### src/rtl/dp_decode.sv
// dp_decode: single-issue decode stage for a 32-bit data-processing encoding.
// Takes one instruction through a valid/ready handshake, checks legality and
// the condition field against the APSR flags, then issues it to the execute
// units and waits for completion. A wait limit aborts hung execute units.
//
// Handshake: instr is transferred on a rising edge where instr_valid and
// instr_ready are both high. instr_ready is high only while the FSM is idle.
// The producer may hold instr_valid high while instr_ready is low. The
// decoder never drops an accepted word except on reset.
module dp_decode #(
  parameter int TIMEOUT = 255,
  parameter int CNT_W   = 16
) (
  input  logic             clk,
  input  logic             rst,
  input  logic             instr_valid,
  input  logic [31:0]      instr,
  output logic             instr_ready,
  input  logic             flag_n,
  input  logic             flag_z,
  input  logic             flag_c,
  input  logic             flag_v,
  output logic [3:0]       rn_addr,
  output logic [3:0]       rm_addr,
  input  logic [31:0]      rn_data,
  input  logic [31:0]      rm_data,
  output logic [15:0]      en_inst,
  output logic             IMM,
  output logic             S,
  output logic [11:0]      imm_operand,
  output logic [4:0]       imm_shift,
  output logic [1:0]       stype,
  output logic [3:0]       rd_addr,
  output logic [31:0]      Rn,
  output logic [31:0]      Rm,
  input  logic             exec_done,
  output logic             illegal,
  output logic             skipped,
  output logic             timeout,
  output logic [CNT_W-1:0] issue_cnt
);

  localparam logic [1:0] S_IDLE   = 2'd0;
  localparam logic [1:0] S_DECODE = 2'd1;
  localparam logic [1:0] S_ISSUE  = 2'd2;
  localparam logic [1:0] S_WAIT   = 2'd3;

  // Last WAIT count value; the wait that brings the counter to TIMEOUT is final.
  localparam logic [7:0]       WAIT_LAST = 8'(TIMEOUT - 1);
  localparam logic [CNT_W-1:0] CNT_ONE   = {{(CNT_W-1){1'b0}}, 1'b1};

  logic [1:0]       state_q, state_d;
  logic [31:0]      instr_q, instr_d;
  logic [7:0]       wait_cnt_q, wait_cnt_d;
  logic [CNT_W-1:0] issue_cnt_q, issue_cnt_d;
  logic             illegal_q, illegal_d;
  logic             skipped_q, skipped_d;
  logic             timeout_q, timeout_d;
  logic [3:0]       opcode_q, opcode_d;
  logic             imm_q, imm_d;
  logic             s_q, s_d;
  logic [11:0]      imm_operand_q, imm_operand_d;
  logic [4:0]       imm_shift_q, imm_shift_d;
  logic [1:0]       stype_q, stype_d;
  logic [3:0]       rd_addr_q, rd_addr_d;
  logic [31:0]      rn_q, rn_d;
  logic [31:0]      rm_q, rm_d;

  // Field views of the latched word.
  logic [3:0] f_cond;
  logic [1:0] f_class;
  logic       f_i;
  logic       is_illegal;
  logic       cond_pass;

  assign f_cond  = instr_q[31:28];
  assign f_class = instr_q[27:26];
  assign f_i     = instr_q[25];

  // Legality: only class 00, no NV condition, and register-shifted-register
  // (I=0 with bit4 set) is not supported by the execute units.
  assign is_illegal = (f_class != 2'b00) || (f_cond == 4'hF) || (!f_i && instr_q[4]);

  // ARM condition-code evaluation against the live flags.
  always_comb begin
    cond_pass = 1'b0;
    case (f_cond)
      4'h0: cond_pass = flag_z;
      4'h1: cond_pass = !flag_z;
      4'h2: cond_pass = flag_c;
      4'h3: cond_pass = !flag_c;
      4'h4: cond_pass = flag_n;
      4'h5: cond_pass = !flag_n;
      4'h6: cond_pass = flag_v;
      4'h7: cond_pass = !flag_v;
      4'h8: cond_pass = flag_c && !flag_z;
      4'h9: cond_pass = !flag_c || flag_z;
      4'hA: cond_pass = (flag_n == flag_v);
      4'hB: cond_pass = (flag_n != flag_v);
      4'hC: cond_pass = !flag_z && (flag_n == flag_v);
      4'hD: cond_pass = flag_z || (flag_n != flag_v);
      4'hE: cond_pass = 1'b1;
      default: cond_pass = 1'b0;
    endcase
  end

  // Next-state and datapath-capture logic for the decode FSM.
  always_comb begin
    state_d       = state_q;
    instr_d       = instr_q;
    wait_cnt_d    = wait_cnt_q;
    issue_cnt_d   = issue_cnt_q;
    illegal_d     = 1'b0;
    skipped_d     = 1'b0;
    timeout_d     = 1'b0;
    opcode_d      = opcode_q;
    imm_d         = imm_q;
    s_d           = s_q;
    imm_operand_d = imm_operand_q;
    imm_shift_d   = imm_shift_q;
    stype_d       = stype_q;
    rd_addr_d     = rd_addr_q;
    rn_d          = rn_q;
    rm_d          = rm_q;
    case (state_q)
      S_IDLE: begin
        if (instr_valid) begin
          instr_d = instr;
          state_d = S_DECODE;
        end
      end
      S_DECODE: begin
        if (is_illegal) begin
          illegal_d = 1'b1;
          state_d   = S_IDLE;
        end else if (!cond_pass) begin
          skipped_d = 1'b1;
          state_d   = S_IDLE;
        end else begin
          opcode_d      = instr_q[24:21];
          imm_d         = instr_q[25];
          s_d           = instr_q[20];
          rd_addr_d     = instr_q[15:12];
          imm_operand_d = instr_q[11:0];
          imm_shift_d   = instr_q[11:7];
          stype_d       = instr_q[6:5];
          rn_d          = rn_data;
          rm_d          = rm_data;
          wait_cnt_d    = 8'd0;
          state_d       = S_ISSUE;
        end
      end
      S_ISSUE: begin
        issue_cnt_d = issue_cnt_q + CNT_ONE;
        state_d     = exec_done ? S_IDLE : S_WAIT;
      end
      S_WAIT: begin
        wait_cnt_d = wait_cnt_q + 8'd1;
        if (exec_done) begin
          state_d = S_IDLE;
        end else if (wait_cnt_q == WAIT_LAST) begin
          timeout_d = 1'b1;
          state_d   = S_IDLE;
        end
      end
      default: state_d = S_IDLE;
    endcase
  end

  // State and capture registers; reset abandons any pending instruction.
  always_ff @(posedge clk or posedge rst) begin
    if (rst) begin
      state_q       <= S_IDLE;
      instr_q       <= '0;
      wait_cnt_q    <= '0;
      issue_cnt_q   <= '0;
      illegal_q     <= 1'b0;
      skipped_q     <= 1'b0;
      timeout_q     <= 1'b0;
      opcode_q      <= '0;
      imm_q         <= 1'b0;
      s_q           <= 1'b0;
      imm_operand_q <= '0;
      imm_shift_q   <= '0;
      stype_q       <= '0;
      rd_addr_q     <= '0;
      rn_q          <= '0;
      rm_q          <= '0;
    end else begin
      state_q       <= state_d;
      instr_q       <= instr_d;
      wait_cnt_q    <= wait_cnt_d;
      issue_cnt_q   <= issue_cnt_d;
      illegal_q     <= illegal_d;
      skipped_q     <= skipped_d;
      timeout_q     <= timeout_d;
      opcode_q      <= opcode_d;
      imm_q         <= imm_d;
      s_q           <= s_d;
      imm_operand_q <= imm_operand_d;
      imm_shift_q   <= imm_shift_d;
      stype_q       <= stype_d;
      rd_addr_q     <= rd_addr_d;
      rn_q          <= rn_d;
      rm_q          <= rm_d;
    end
  end

  assign instr_ready = (state_q == S_IDLE);
  assign rn_addr     = (state_q == S_DECODE) ? instr_q[19:16] : 4'd0;
  assign rm_addr     = (state_q == S_DECODE) ? instr_q[3:0]   : 4'd0;
  assign en_inst     = (state_q == S_ISSUE) ? (16'd1 << opcode_q) : 16'd0;
  assign IMM         = imm_q;
  assign S           = s_q;
  assign imm_operand = imm_operand_q;
  assign imm_shift   = imm_shift_q;
  assign stype       = stype_q;
  assign rd_addr     = rd_addr_q;
  assign Rn          = rn_q;
  assign Rm          = rm_q;
  assign illegal     = illegal_q;
  assign skipped     = skipped_q;
  assign timeout     = timeout_q;
  assign issue_cnt   = issue_cnt_q;

endmodule

### config.mk
export PLATFORM = sky130hd
export DESIGN_NAME = dp_decode
export DESIGN_NICKNAME = d
export VERILOG_FILES = /design/src/rtl/dp_decode.sv
export SDC_FILE = /design/constraint.sdc
export NUM_CORES = 1
export LEC_CHECK = 0
export CAP_MARGIN = 20
export CORE_ASPECT_RATIO = 0.6
export CORE_MARGIN = 2
export CORE_UTILIZATION = 47
export CTS_BUF_LIST = sky130_fd_sc_hd__clkbuf_4 sky130_fd_sc_hd__clkbuf_8
export DETAILED_ROUTE_END_ITERATION = 8
export PLACE_DENSITY = 0.84
export SETUP_SLACK_MARGIN = 0.05
export SYNTH_ARGS = -nofsm -noshare
export SYNTH_HDL_FRONTEND = slang
export SYNTH_SLANG_ARGS = --single-unit
### constraint.sdc
create_clock -name clk -period 9.3 [get_ports clk]
set_input_delay 1.86 -clock clk [delete_from_list [all_inputs] [get_ports clk]]
set_output_delay 1.86 -clock clk [all_outputs]
set_load 0.01 [all_outputs]
==> flow_summary.toml <==
[sta]
max_freq_mhz = 216
finalSetupViolations = 0
slew_headroom_pct = 42.9
post-route-period-util_pct = 49.9
tightest_slew_ps = 856
holdWs_ps = 479
hold_viol = 0
skew_ps = 18.3
min_period_ps = 4640
tns_ps = 0
slew_violations = 0
rsz0062_at_grt = "false"

[detailed_routing]
initialDrtViolationCount = 159
wl_um = 15700
viasPerCell = 5.12
wire_per_inst_um = 18.2
antenna_left = 0
vias = 4435
drc = 0
dr.pass1.iters = 4

[critical_path]
cp.required_ps = 9600
arrival_ps = 4940
critPathLaunchType = "input port"
worst-setup-path-type = "in2reg"
end_kind = "flop"
cp_max_fo = 50

[grt]
grt_first_pass_wirelength_um = 24800
first_global_vias = 4676
grt_overflow = 0
grt_max_degree = 89
antenna_found_initial = 0
grt_usage_pct = 22.3

[clocking]
numCtsBuffers = 17
hold_buffers = 0
cts.sinks = 147
clock_path_buffers = 2
clkLatencyLatePin_ps = 430
cts_tree = "done"
cts-resized-gates = 0
post_cts_buffers = 0
htree_levels = 4
clk_pin_slew_worst_paths_ps = 80
cts-root-buf = "clkbuf_8"

[cells_and_area]
antenna_cells = 0
nNetsFinal = 791
utilization_pct = 70.2
layout_common_cells = "clkdlybuf4s50_1, dfrtp_1, mux2_2"
area_delta_synth_final_pct = 44.2
layout_commonest_cell = "clkdlybuf4s50_1"
drive_above_1_share_pct = 22.5

[synth]
async_flop_share_pct = 100
ys.flop_type = "dfrtp_1"
ys_warn_count = 0
ys_seq_elements = 147
synth_top_area_share_pct = 58.3
netlist_area_um2 = 6310
ys_seq_area_share_pct = 58.3
synth_cell_types = 39
syn_inst = 452
synth_top_cell_by_area = "dfrtp_1"
synth_fp_nets = 559
avgSynthCellArea_um2 = 14.0
synth_area_leaders = "dfrtp_1, mux2_2, mux2_4, xnor2_1, nand2_1"
synth_edf_count = 0

[floorplan]
die_w_um = 154
dieArea_um2 = 14400
die_y_um = 93.8
placementRows = 32
initial_core_util_pct = 48.7
core_area_um2 = 13000
io_pins = 237

[worst_hold_path]
hold_path.class = "reg2reg"

[run_status]
outcome = "complete, no violations"

[pwr]
p_leak_nw = 3.85
power_density_nw_per_um2 = 300
irDropWorstVdd_mv = 0.172

[flow_run]
drv_cap = 0

[placed_design]
numPortBuffers = 236
dp.final_hpwl_um = 11600
place_congestion = 0.884
## where the power goes
group	switching (mW)	internal (mW)	total, mW
Sequential	0.199	0.911	1.11
Clock	0.261	0.246	0.507
Combinational	0.411	0.706	1.12
Total	0.870	1.86	2.73
## critical path: stages
cell and delay [ps]:
clkdlybuf4s50_1 450, xor2_1 210, a211o_1 310, a31oi_1 230, o31a_2 160, buf_4 540, buf_4 700, mux2_2 420
## layer usage
layer	vias to the layer above	track usage [%]	part of all wire [%]
li1	2028	-	-
met1	2194	27.3	41
met2	196	37.0	49
met3	17	8.39	9.4
met4	0	6.65	1.1
met5	-	0	0
## cells in the mapped netlist (3+ instances only)
master	count
nor2_1	17
nor2b_1	6
buf_12	4
buf_4	7
nand4_1	5
or3_1	5
nand2b_1	5
clkbuf_1	7
and3_1	6
nand3b_1	3
o211ai_1	4
xor2_1	7
nor3_1	7
and2_1	12
ha_1	3
mux2_2	74
inv_1	7
xnor2_1	12
nand2_1	25
dfrtp_1	147
nand3_1	13
buf_2	5
mux2_4	42
o21ai_0	10
## cells by family (layout without fill, tap and decap cells)
group / Yosys count / after routing / synth area share, %
flops: 147 / 147 / 58.3
mux: 116 / 116 / 23.2
simple gates: 110 / 110 / 9.00
buf+inv: 33 / 278 / 3.92
compound gates: 24 / 24 / 2.38
xor+xnor: 19 / 19 / 2.64
fa+ha+maj: 3 / 3 / 0.595
## final timing paths
kind	slack [ps]	end	start	cells after the start
max	4660	imm_operand[4]	flag_n	8
min	480	issue_cnt[15]	issue_cnt[15]	1
max reg2reg	6100	imm_operand[4]	state_q[0]	7
min reg2reg	480	issue_cnt[15]	issue_cnt[15]	1
max in group asynchronous	6040	wait_cnt_q[6]	rst	3
min in group asynchronous	1960	issue_cnt[9]	rst	2
## registers in the layout (all words and copies together), names as in the netlist, 2 cells and up
signal / cells
Rm: 32
Rn: 32
imm_operand: 12
instr_q: 32
issue_cnt: 16
opcode_q: 4
rd_addr: 4
state_q: 2
wait_cnt_q: 8
## per-stage QoR
stage	cell area, um^2	setup WS [ps]	power [mW]	cells
finish	9100	4660	2.73	867
global route	9100	4550	2.89	867
CTS	9100	4710	2.76	867
detailed placement	8700	4250	2.24	835
global placement	8700	4310	2.18	835
floorplan	6310	3490	1.67	452
## final cells by class
cell class | count | area, um^2
clock buffers | 17 | 234
clock inverters | 15 | 171
fillers | 916 | 3870
inverters | 7 | 31.3
multi-input cells | 272 | 2390
flip-flops and latches | 147 | 3680
well taps | 170 | 213
repair buffers | 239 | 2380
Power figures use the tool's default switching activity.
